[src/rtl/ex_stage.sv]
// ---------------------------------------------------------------------------
// ex_stage -- registered execute stage of the RV32I core.
//
// Sits between decode and the external alu instance. Selects the ALU
// operands, resolves branches and jumps locally, and presents the result in
// a one-entry output register with a valid/ready handshake toward
// memory/writeback. A taken, aligned branch or jump produces a single-cycle
// redirect pulse toward fetch.
//
// Ports:
//   clk, rst              clock, synchronous active-high reset
//   flush                 kill held entry and any same-cycle capture
//   in_valid / in_ready   handshake from decode
//   in_pc, in_rs1, in_rs2, in_imm, in_alu_op, in_src1_pc, in_src2_imm,
//   in_br_type, in_rd, in_wb_en     decoded instruction fields
//   alu_op, alu_in1, alu_in2        combinational drive to the ALU
//   alu_out                         ALU result
//   out_valid / out_ready           handshake toward memory/writeback
//   out_result, out_store_data, out_rd, out_wb_en, out_misalign
//                                   registered instruction payload
//   redirect_valid, redirect_pc     fetch redirect
// ---------------------------------------------------------------------------
module ex_stage #(
    parameter int RESET_PC_UNUSED = 0
) (
    input  logic        clk,
    input  logic        rst,
    input  logic        flush,
    input  logic        in_valid,
    output logic        in_ready,
    input  logic [31:0] in_pc,
    input  logic [31:0] in_rs1,
    input  logic [31:0] in_rs2,
    input  logic [31:0] in_imm,
    input  logic [3:0]  in_alu_op,
    input  logic        in_src1_pc,
    input  logic        in_src2_imm,
    input  logic [3:0]  in_br_type,
    input  logic [4:0]  in_rd,
    input  logic        in_wb_en,
    output logic [3:0]  alu_op,
    output logic [31:0] alu_in1,
    output logic [31:0] alu_in2,
    input  logic [31:0] alu_out,
    output logic        out_valid,
    input  logic        out_ready,
    output logic [31:0] out_result,
    output logic [31:0] out_store_data,
    output logic [4:0]  out_rd,
    output logic        out_wb_en,
    output logic        out_misalign,
    output logic        redirect_valid,
    output logic [31:0] redirect_pc
);

    // ALU op encoding shared with the alu instance.
    localparam logic [3:0] ALU_ADD  = 4'd0;
    localparam logic [3:0] ALU_SUB  = 4'd1;
    localparam logic [3:0] ALU_SLL  = 4'd2;
    localparam logic [3:0] ALU_SLT  = 4'd3;
    localparam logic [3:0] ALU_SLTU = 4'd4;
    localparam logic [3:0] ALU_XOR  = 4'd5;
    localparam logic [3:0] ALU_SRL  = 4'd6;
    localparam logic [3:0] ALU_SRA  = 4'd7;
    localparam logic [3:0] ALU_OR   = 4'd8;
    localparam logic [3:0] ALU_AND  = 4'd9;

    // Branch / jump type encoding from decode.
    localparam logic [3:0] BR_NONE = 4'd0;
    localparam logic [3:0] BR_BEQ  = 4'd1;
    localparam logic [3:0] BR_BNE  = 4'd2;
    localparam logic [3:0] BR_BLT  = 4'd3;
    localparam logic [3:0] BR_BGE  = 4'd4;
    localparam logic [3:0] BR_BLTU = 4'd5;
    localparam logic [3:0] BR_BGEU = 4'd6;
    localparam logic [3:0] BR_JAL  = 4'd7;
    localparam logic [3:0] BR_JALR = 4'd8;

    // The reserved parameter has no function; an empty block keeps it referenced.
    if (RESET_PC_UNUSED < 0) begin : g_reset_pc_unused
    end

    logic [31:0] in2_raw_s;
    logic        eq_s;
    logic        lt_s;
    logic        ltu_s;
    logic        taken_s;
    logic        is_jump_s;
    logic [31:0] pc_target_s;
    logic [31:0] jalr_sum_s;
    logic [31:0] target_s;
    logic        misalign_s;
    logic [31:0] result_s;
    logic        wb_en_s;
    logic        capture_s;

    logic        out_valid_r;
    logic [31:0] out_result_r;
    logic [31:0] out_store_data_r;
    logic [4:0]  out_rd_r;
    logic        out_wb_en_r;
    logic        out_misalign_r;
    logic        redirect_valid_r;
    logic [31:0] redirect_pc_r;

    // Operand select toward the ALU; shifts only see a 5-bit amount.
    always_comb begin
        alu_op    = in_alu_op;
        alu_in1   = in_src1_pc  ? in_pc  : in_rs1;
        in2_raw_s = in_src2_imm ? in_imm : in_rs2;
        case (in_alu_op)
            ALU_SLL, ALU_SRL, ALU_SRA: alu_in2 = {27'd0, in2_raw_s[4:0]};
            default:                   alu_in2 = in2_raw_s;
        endcase
    end

    // Branch resolution on the register operands, independent of the ALU.
    always_comb begin
        eq_s      = (in_rs1 == in_rs2);
        lt_s      = ($signed(in_rs1) < $signed(in_rs2));
        ltu_s     = (in_rs1 < in_rs2);
        taken_s   = 1'b0;
        is_jump_s = 1'b0;
        case (in_br_type)
            BR_NONE: taken_s = 1'b0;
            BR_BEQ:  taken_s = eq_s;
            BR_BNE:  taken_s = !eq_s;
            BR_BLT:  taken_s = lt_s;
            BR_BGE:  taken_s = !lt_s;
            BR_BLTU: taken_s = ltu_s;
            BR_BGEU: taken_s = !ltu_s;
            BR_JAL: begin
                taken_s   = 1'b1;
                is_jump_s = 1'b1;
            end
            BR_JALR: begin
                taken_s   = 1'b1;
                is_jump_s = 1'b1;
            end
            default: taken_s = 1'b0;
        endcase
    end

    // Target, result and writeback-enable computation (all adds wrap mod 2^32).
    always_comb begin
        pc_target_s = in_pc + in_imm;
        jalr_sum_s  = in_rs1 + in_imm;
        if (in_br_type == BR_JALR) begin
            target_s = jalr_sum_s & ~32'd1;
        end else begin
            target_s = pc_target_s;
        end
        misalign_s = taken_s && (target_s[1:0] != 2'b00);
        if (is_jump_s) begin
            result_s = in_pc + 32'd4;
        end else begin
            result_s = alu_out;
        end
        // A misaligned jump must not link, and x0 is never written.
        wb_en_s   = in_wb_en && (in_rd != 5'd0) && !misalign_s;
        in_ready  = !out_valid_r || out_ready;
        capture_s = in_valid && in_ready && !flush;
    end

    // Output register and redirect pulse; reset beats flush, flush beats capture.
    always_ff @(posedge clk) begin
        if (rst) begin
            out_valid_r      <= 1'b0;
            out_result_r     <= 32'd0;
            out_store_data_r <= 32'd0;
            out_rd_r         <= 5'd0;
            out_wb_en_r      <= 1'b0;
            out_misalign_r   <= 1'b0;
            redirect_valid_r <= 1'b0;
            redirect_pc_r    <= 32'd0;
        end else if (flush) begin
            out_valid_r      <= 1'b0;
            redirect_valid_r <= 1'b0;
        end else if (capture_s) begin
            out_valid_r      <= 1'b1;
            out_result_r     <= result_s;
            out_store_data_r <= in_rs2;
            out_rd_r         <= in_rd;
            out_wb_en_r      <= wb_en_s;
            out_misalign_r   <= misalign_s;
            redirect_valid_r <= taken_s && !misalign_s;
            redirect_pc_r    <= target_s;
        end else begin
            // Redirect is a pulse: never repeated while the entry stalls.
            if (out_ready) begin
                out_valid_r <= 1'b0;
            end else begin
                out_valid_r <= out_valid_r;
            end
            redirect_valid_r <= 1'b0;
        end
    end

    assign out_valid      = out_valid_r;
    assign out_result     = out_result_r;
    assign out_store_data = out_store_data_r;
    assign out_rd         = out_rd_r;
    assign out_wb_en      = out_wb_en_r;
    assign out_misalign   = out_misalign_r;
    assign redirect_valid = redirect_valid_r;
    assign redirect_pc    = redirect_pc_r;

endmodule

[config.mk]
export PLATFORM = sky130hd
export DESIGN_NAME = ex_stage
export DESIGN_NICKNAME = d
export VERILOG_FILES = /design/src/rtl/ex_stage.sv
export SDC_FILE = /design/constraint.sdc
export NUM_CORES = 1
export LEC_CHECK = 0
export BUFFER_PORTS_ARGS = -buffer_cell sky130_fd_sc_hd__buf_2
export CAP_MARGIN = 20
export CORE_UTILIZATION = 46
export CTS_CLUSTER_DIAMETER = 150
export CTS_CLUSTER_SIZE = 14
export DETAILED_ROUTE_END_ITERATION = 10
export HOLD_SLACK_MARGIN = 0.05
export PLACE_DENSITY = 0.78
export SYNTH_ARGS = -nofsm -noshare
export SYNTH_HDL_FRONTEND = slang
export SYNTH_SLANG_ARGS = --single-unit
[constraint.sdc]
create_clock -name clk -period 2.25 [get_ports clk]
set_input_delay 0.225 -clock clk [delete_from_list [all_inputs] [get_ports clk]]
set_output_delay 0.225 -clock clk [all_outputs]
set_load 0.05 [all_outputs]
Word-level counts from Yosys, hierarchy flattened
Index checks and enable logic that the tools add are counted.

Bits in registers: 105. Word-level logic and storage cells: 57.

$add $sub $neg: 3. $lt $le $gt $ge: 2. Eq/ne operators: 12. Mux-type cells: 9. Bitwise gates (word level): 2. Reductions and logical operators: 21.

Operators by type and width (number): $mux 32 (5); $add 32x32->32 (2); $lt 32x32->1 (2); $add 32x3->32 const B (1); $eq 32x32->1 (1); $eq 4x3->1 const B (6); $eq 4x2->1 const B (3); $pmux 1 s7 (1); $logic_and 1x1->1 (6); $logic_not 1->1 (6); $reduce_or 3->1 (2); $reduce_bool 5->1 (1); $eq 4x1->1 const B (1); $eq 4x4->1 const B (1); $reduce_bool 2->1 (2); $reduce_or 2->1 (2); $mux 1 (3); $not 1->1 (2); $reduce_and 2->1 (1); $logic_or 1x1->1 (1).

Longest topological paths before layout
Gate-level depths: netlist of the first run.

Word-level depth: 6. Mapped depth: 12.

Least setup slack after synthesis of the first run
OpenSTA, ideal clock, no wires.

Kind: input-to-reg. From: input port in_pc[15]. To: register redirect_pc_r[28], in the netlist redirect_pc[28]. Setup time: 0.143 ns. Data arrival time: 2.312 ns. Data required time: 2.107 ns. Path slack: -0.205 ns. Stages on the path: 11. Path buffers: 1. Cells stage by stage: ha_1 buf_2 a211oi_1 o21ai_0 a2111oi_0 o211ai_1 nand2_1 o21ai_0 a2111o_1 a21oi_1 a211oi_1.

Cells in the longest elaborated chain, start to end: 2.

Ends and longest elaborated chain: from (decl) (line 31) `input logic [31:0] in_pc,`; $add 32x32->32 (line 146) `pc_target_s = in_pc + in_imm;`; $mux 32 (line 148) `if (in_br_type == BR_JALR) begin`; to (signal assigned) (line 187) `redirect_pc_r <= target_s;`; to (decl) (line 104) `logic [31:0] redirect_pc_r;`.

Every way passes these cells. A chain may end at the register's enable or synchronous reset.

Worst setup path in the final report of the first run
From: input port in_imm[1]. To: register redirect_pc_r[31], in the netlist redirect_pc[31].

Cells in the longest elaborated chain, start to end: 2. Elaborated cells on any way between the ends: 3.

Ends and longest elaborated chain: from (decl) (line 34) `input logic [31:0] in_imm,`; $add 32x32->32 (on tied branches) (line 146, 147); $mux 32 * (line 148).

Mark *: on every way between the ends. The rest lies on a longest branch, timed or not.

==> flow_summary_export.csv, run 1 <==
group,metric,value,unit
cells_and_area,synthToLayoutAreaGrowth,54.5,%
outcome,violations,"negative setup slack",
timing,timing.final.crit_period,2400,ps
timing,finClkSkew,10.5,ps
floorplanning,initial_core_util,0.471,
clock_network,clk_latency,370,ps
setup_path,critPathRequiredTime,2530,ps
power_and_ir_drop,ir_drop,416,uV
logic_synthesis,synth_edf_count,0,
timing,maxSlewHeadroom,0.547,
timing,postLayoutSetupSlackWorst,-147,ps
hold_path,min_from,"in_rd[1]",
logic_synthesis,seq_area_frac_synth,0.220,
place,gp_congestion,0.968,
job,maxCapViolCount,0,
cells_and_area,layout_commonest_cell,"buf_2",
hold_path,hold_end,"out_rd[1]$_SDFFE_PP0P_",
drt,vias,12200,
logic_synthesis,yosys.area.top_type,"dfxtp_1",
drt,ant_nets,0,
timing,fmax,0.417,GHz
drt,via_per_inst,5.79,
global_routing,grt_usage,0.349,
timing,finalSetupViolCount,5,
place,dp_hpwl,31200,um
logic_synthesis,ys_ff_latch,105,
floorplanning,io_pins,355,
place,port_buffers,354,
global_routing,globalRouteOverflowTotal,0,
logic_synthesis,synth_cell_types,79,
logic_synthesis,synthArstFlopShare,0,
setup_path,cp-start-kind,"input port",
drt,drc,0,
floorplanning,rows,52,
cells_and_area,postLayoutCellArea,14800,um^2
floorplanning,die_y,146,um
cells_and_area,fill_cells,1547,
setup_path,rr_startpoint,"out_valid$_SDFFE_PP0P_",
logic_synthesis,syn_nets,1562,
timing,final-max-slew-violation-count,0,
floorplanning,fp.dieW,146,um
drt,drt-total-wl,40700,um
cells_and_area,drive_gt1_frac,0.431,
setup_path,cp.arrival,2680,ps
hold_path,whs_path_depth,3,
drt,routedWlPerCell,19.3,um
setup_path,crit_type,"input port to flop",
place,placed_area,13600,um^2
clock_network,clockRootBuffer,"clkbuf_16",
cells_and_area,layout_common_cells,"buf_2, buf_4, nand2_1, a21oi_1, nor2_1",
power_and_ir_drop,p_total,7.53,mW
clock_network,htree_levels,3,
logic_synthesis,netlist_instances,1285,
setup_path,worst-r2r-setup-slack,120,ps
setup_path,cp_max_fo,4,
clock_network,clkTransAtPathRegs,90,ps
global_routing,grt_first_pass_wirelength,58700,um
logic_synthesis,syn_area,9550,um^2
drt,dr.pass1.iters,5,
place,placed_cells,2079,
clock_network,numCtsBuffers,9,
timing,timing.final.hold_violations,0,
cells_and_area,nets,2110,
outcome,status,"complete, but fails checks",
global_routing,grt_antenna_before_repair,1,
floorplanning,die-area,21300,um^2
power_and_ir_drop,p_leak,6.93,nW
timing,fin_crit_sh,1.07,
hold_path,hp-class,"input port to flop",
logic_synthesis,yosysTopAreaCellShare,0.220,
cells_and_area,antenna_cells,0,
global_routing,grt_pass1_vias,11200,
clock_network,cts_tree,"done",
clock_network,cts.sinks,105,
global_routing,grt_max_degree,90,
timing,worst_slew_pin_slew,676,ps
logic_synthesis,avgSynthCellArea,7.44,um^2
clock_network,clock_path_buffers,2,
power_and_ir_drop,power_density,510,nW/um^2
logic_synthesis,synth-main-ff-cell,"dfxtp_1",
setup_path,r2r-end,"redirect_pc[31]$_SDFFE_PP0P_",
cells_and_area,utilization,0.727,
logic_synthesis,ys_warn_count,0,
timing,rsz0062_at_grt,"yes",
floorplanning,coreArea,20300,um^2
logic_synthesis,synth_area_leaders,"dfxtp_1, ha_1, a21oi_1",
setup_path,critPathCaptureType,"flop",
drt,drtIter0Drc,952,
cells_and_area,final_cells,2108,
setup_path,rr_worst_depth,6,
cell usage after synthesis (28+ instances only):
library cell	count
clkbuf_1	52
nor2_1	128
a21oi_1	143
mux2i_1	31
ha_1	94
a211oi_1	37
o21ai_0	68
nor3_1	28
xnor2_1	32
nand2_1	177
mux2_2	31
xor2_1	35
inv_1	56
dfxtp_1	105
nand3_1	31
metrics by stage:
step / worst slack, ps / setup TNS (ps) / hold WS [ps]
after floorplan: -34.5 / -91.9 / 304
after global placement: -703 / -9160 / 430
after detailed placement: -731 / -10010 / 437
after CTS: -91.1 / -111 / 88.3
after global routing: -205 / -1100 / 93.2
final: -147 / -365 / 102
kinds of logic after synthesis:
family / count (synthesis) / share of synthesized area
and+or+nand+nor: 446 / 0.215
AOI/OAI and AO/OA: 387 / 0.257
buffers and inverters: 121 / 0.0496
DFF: 105 / 0.220
adders and majority gates: 96 / 0.127
xor gates and xnor gates: 67 / 0.0614
muxes: 63 / 0.0706
power breakdown:
part	switching (mW)	internal, mW
logic	2.33	1.48
clock network	0.896	0.800
registers	0.0540	1.97
timing repair:
item	in CTS	in global routing
hold buffers	1	0
pin swaps	25	79
hold endpoints to repair	1	0
setup buffers	6	10
gates cloned	0	0
gates resized for setup	22	126
endpoints found under the setup margin	13	20
sequential cells by signal (all words and copies together), names as in the netlist:
name            count
out_result         32
redirect_pc        32
out_wb_en           1
out_misalign        1
out_valid           1
redirect_valid      1
out_store_data     32
out_rd              5
worst max-delay path, cell delays in order:
cell      delay (ps)
buf_2            140
buf_4            140
ha_1             280
a31o_2           180
a21oi_4           70
a31o_4           270
a21oi_4          210
o211ai_2         130
a311oi_2         380
a31oi_2          160
mux2_4           320
a211oi_2         170
cell type report:
type / count / area, um^2 / share of cell area
inverter: 57 / 214 / 0.0145
multi-input combinational: 1059 / 7980 / 0.541
clock buffer: 9 / 225 / 0.0153
timing repair buffer: 601 / 3820 / 0.259
sequential: 105 / 2100 / 0.142
clock inverter: 7 / 81.3 / 0.00551
tap: 270 / 338 / 0.0229
layer usage:
layer | vias to the layer above | part of all wire | global-route usage
li1 | 5743 | - | -
met1 | 5669 | 0.42 | 0.454
met2 | 681 | 0.46 | 0.591
met3 | 121 | 0.084 | 0.0484
met4 | 0 | 0.038 | 0.118
met5 | - | 0 | 0
how the worst max path moves through the flow:
| stage | end | slack [ps] | start | cells past startpoint |
|---|---|---|---|---|
| final | redirect_pc[31]$_SDFFE_PP0P_ | -150 | in_imm[1] | 12 |
| after floorplan | redirect_pc[30]$_SDFFE_PP0P_ | -30 | in_pc[0] | 12 |
| after detailed placement | redirect_pc[31]$_SDFFE_PP0P_ | -730 | in_imm[20] | 12 |
| after global placement | redirect_pc[31]$_SDFFE_PP0P_ | -700 | in_imm[20] | 12 |
| after global routing | redirect_pc[31]$_SDFFE_PP0P_ | -200 | in_imm[20] | 12 |
| after CTS | redirect_pc[31]$_SDFFE_PP0P_ | -90 | in_imm[18] | 12 |
Power figures use the tool's default switching activity.
==> inputs of run 2 (changes only) <==
Settings changed: CORE_MARGIN set to 2.
==> flow_summary_export.csv, run 2 (synthesis gave the netlist of run 1 again) <==
group,metric,value,unit
timing,fmax,0.428,GHz
power_and_ir_drop,p_total,7.43,mW
power_and_ir_drop,p_comb_frac,0.502,
clock_network,numCtsBuffers,9,
timing,fin_tns_setup,-231,ps
cells_and_area,layout_common_cells,"buf_2, buf_4, nand2_1, a21oi_1, nor2_1",
global_routing,gr-usage-met3,0.0383,
cells_and_area,nets,2106,
setup_path,cp_max_fo,3,
timing,worst_slew_pin_slew,641,ps
floorplanning,rows,52,
drt,via_per_inst,5.77,
outcome,status,"complete, but fails checks",
floorplanning,coreArea,20300,um^2
timing,holdWs,70.6,ps
cells_and_area,synthToLayoutAreaGrowth,52.5,%
global_routing,globalRouteOverflowTotal,0,
drt,dr.pass1.iters,5,
global_routing,grt_usage,0.347,
global_routing,grt_antenna_before_repair,3,
clock_network,clockRootBuffer,"clkbuf_16",
power_and_ir_drop,pwr-share-seq,0.272,
place,pre_cts_ws,-640,ps
cells_and_area,drive_gt1_frac,0.419,
place,placed_area,13500,um^2
power_and_ir_drop,switching_share,0.436,
clock_network,cts_hold_buffers,0,
global_routing,met1_usage,0.471,
setup_path,crit_path_cell_trace,"buf_2 > ha_1 > a21oi_1 > o221ai_2 > a21oi_2 > a211oi_4 > o32ai_4 > o21ai_2 > a31oi_1 > mux2i_1 > a211oi_2",
timing,timing.final.crit_period,2340,ps
clock_network,cts.sinks,105,
setup_path,slowest_delay,360,ps
power_and_ir_drop,ir_drop,347,uV
global_routing,grt_most_used_layer,"met2",
timing,maxSlewHeadroom,0.568,
timing,finClkSkew,12.6,ps
hold_path,hp-class,"input port to flop",
power_and_ir_drop,intPower,4.19,mW
setup_path,crit_type,"input port to flop",
outcome,violations,"negative setup slack",
power_and_ir_drop,power_switching,3.24,mW
setup_path,critPathRequiredTime,2510,ps
floorplanning,die_y,148,um
floorplanning,io_pins,355,
clock_network,htree_levels,3,
floorplanning,fp.dieW,148,um
timing,postLayoutSetupSlackWorst,-87.3,ps
power_and_ir_drop,power_density,510,nW/um^2
place,dp_hpwl,31900,um
timing,finalSetupViolCount,5,
global_routing,grt_max_degree,55,
setup_path,cp.arrival,2600,ps
timing,timing.final.hold_violations,0,
timing,fin_crit_sh,1.04,
global_routing,grt_first_pass_wirelength,60200,um
global_routing,global_route.usage.met2,0.585,
place,port_buffers,354,
drt,drt-total-wl,41400,um
timing,final-max-slew-violation-count,0,
cells_and_area,layout_commonest_cell,"buf_2",
place,gp_congestion,1.01,
drt,drc,0,
place,placed_cells,2074,
drt,vias,12200,
power_and_ir_drop,p_leak,6.92,nW
cells_and_area,fill_cells,1601,
cells_and_area,postLayoutCellArea,14600,um^2
setup_path,critPathCaptureType,"flop",
cells_and_area,utilization,0.718,
floorplanning,initial_core_util,0.471,
clock_network,clk_latency,380,ps
drt,ant_nets,0,
cells_and_area,final_cells,2107,
clock_network,cts_tree,"done",
floorplanning,die-area,21900,um^2
drt,routedWlPerCell,19.6,um
setup_path,cp-start-kind,"input port",
setup_path,slowest_stage,"ha_1",
power_and_ir_drop,pwr-share-clk,0.225,
job,maxCapViolCount,0,
clock_network,clkTransAtPathRegs,80,ps
clock_network,clock_path_buffers,2,
drt,drtIter0Drc,1015,
global_routing,grt_pass1_vias,11400,
timing,rsz0062_at_grt,"yes",
-- run 2: changes by cell type in the layout (fill, tap and decap cells not counted), moves of 4 or more --
cell | before | now
ha_4 | 37 | 30
ha_1 | 56 | 64
inv_2 | 7 | 2
buf_2 | 342 | 338
-- run 2: worst max-delay path, delay by kind of cell --
kind,cells,cell delay [ps]
AO/OA/AOI/OAI,8,1600
buffers and inverters,1,140
multiplexers,1,260
adder cells (fa/ha/maj),1,360
-- run 2: final timing paths --
check / start / endpoint / slack, ps / depth (start not counted)
max: in_pc[10] / redirect_pc[31]$_SDFFE_PP0P_ / -90 / 11
min: flush / out_valid$_SDFFE_PP0P_ / 70 / 2
max reg2reg: out_valid$_SDFFE_PP0P_ / redirect_pc[31]$_SDFFE_PP0P_ / 290 / 6
min reg2reg: out_result[6]$_SDFFE_PP0P_ / out_result[6]$_SDFFE_PP0P_ / 460 / 2
-- run 2: layer usage --
layer / routed length, um / vias to the layer above
met5: 0 / -
li1: - / 5732
met2: 19200 / 646
met4: 1450 / 0
met1: 16900 / 5675
met3: 3840 / 104
-- run 2: layout make-up --
type	count	area [um^2]	share of cell area
Antenna cell	3	7.51	0.000515
Inverter	57	219	0.0150
Multi-Input combinational cell	1059	7810	0.536
Timing Repair Buffer	597	3800	0.261
Clock buffer	9	225	0.0155
Sequential cell	105	2100	0.144
Tap cell	270	338	0.0232
Clock inverter	7	68.8	0.00472
-- run 2: power groups by stage --
stage / sequential (mW) / clock [mW] / combinational, mW
floorplan: 2.44 / 0 / 1.75
global placement: 2.06 / 0 / 3.36
detailed placement: 2.06 / 0 / 3.42
CTS: 2.02 / 1.69 / 3.48
global route: 2.03 / 1.73 / 3.96
finish: 2.02 / 1.67 / 3.73
-- run 2: what timing repair did --
action / 4_1_cts / 5_1_grt
pin swaps: 11 / 50
setup buffers: 5 / 10
gates resized for setup: 23 / 117
setup endpoints to repair: 14 / 20
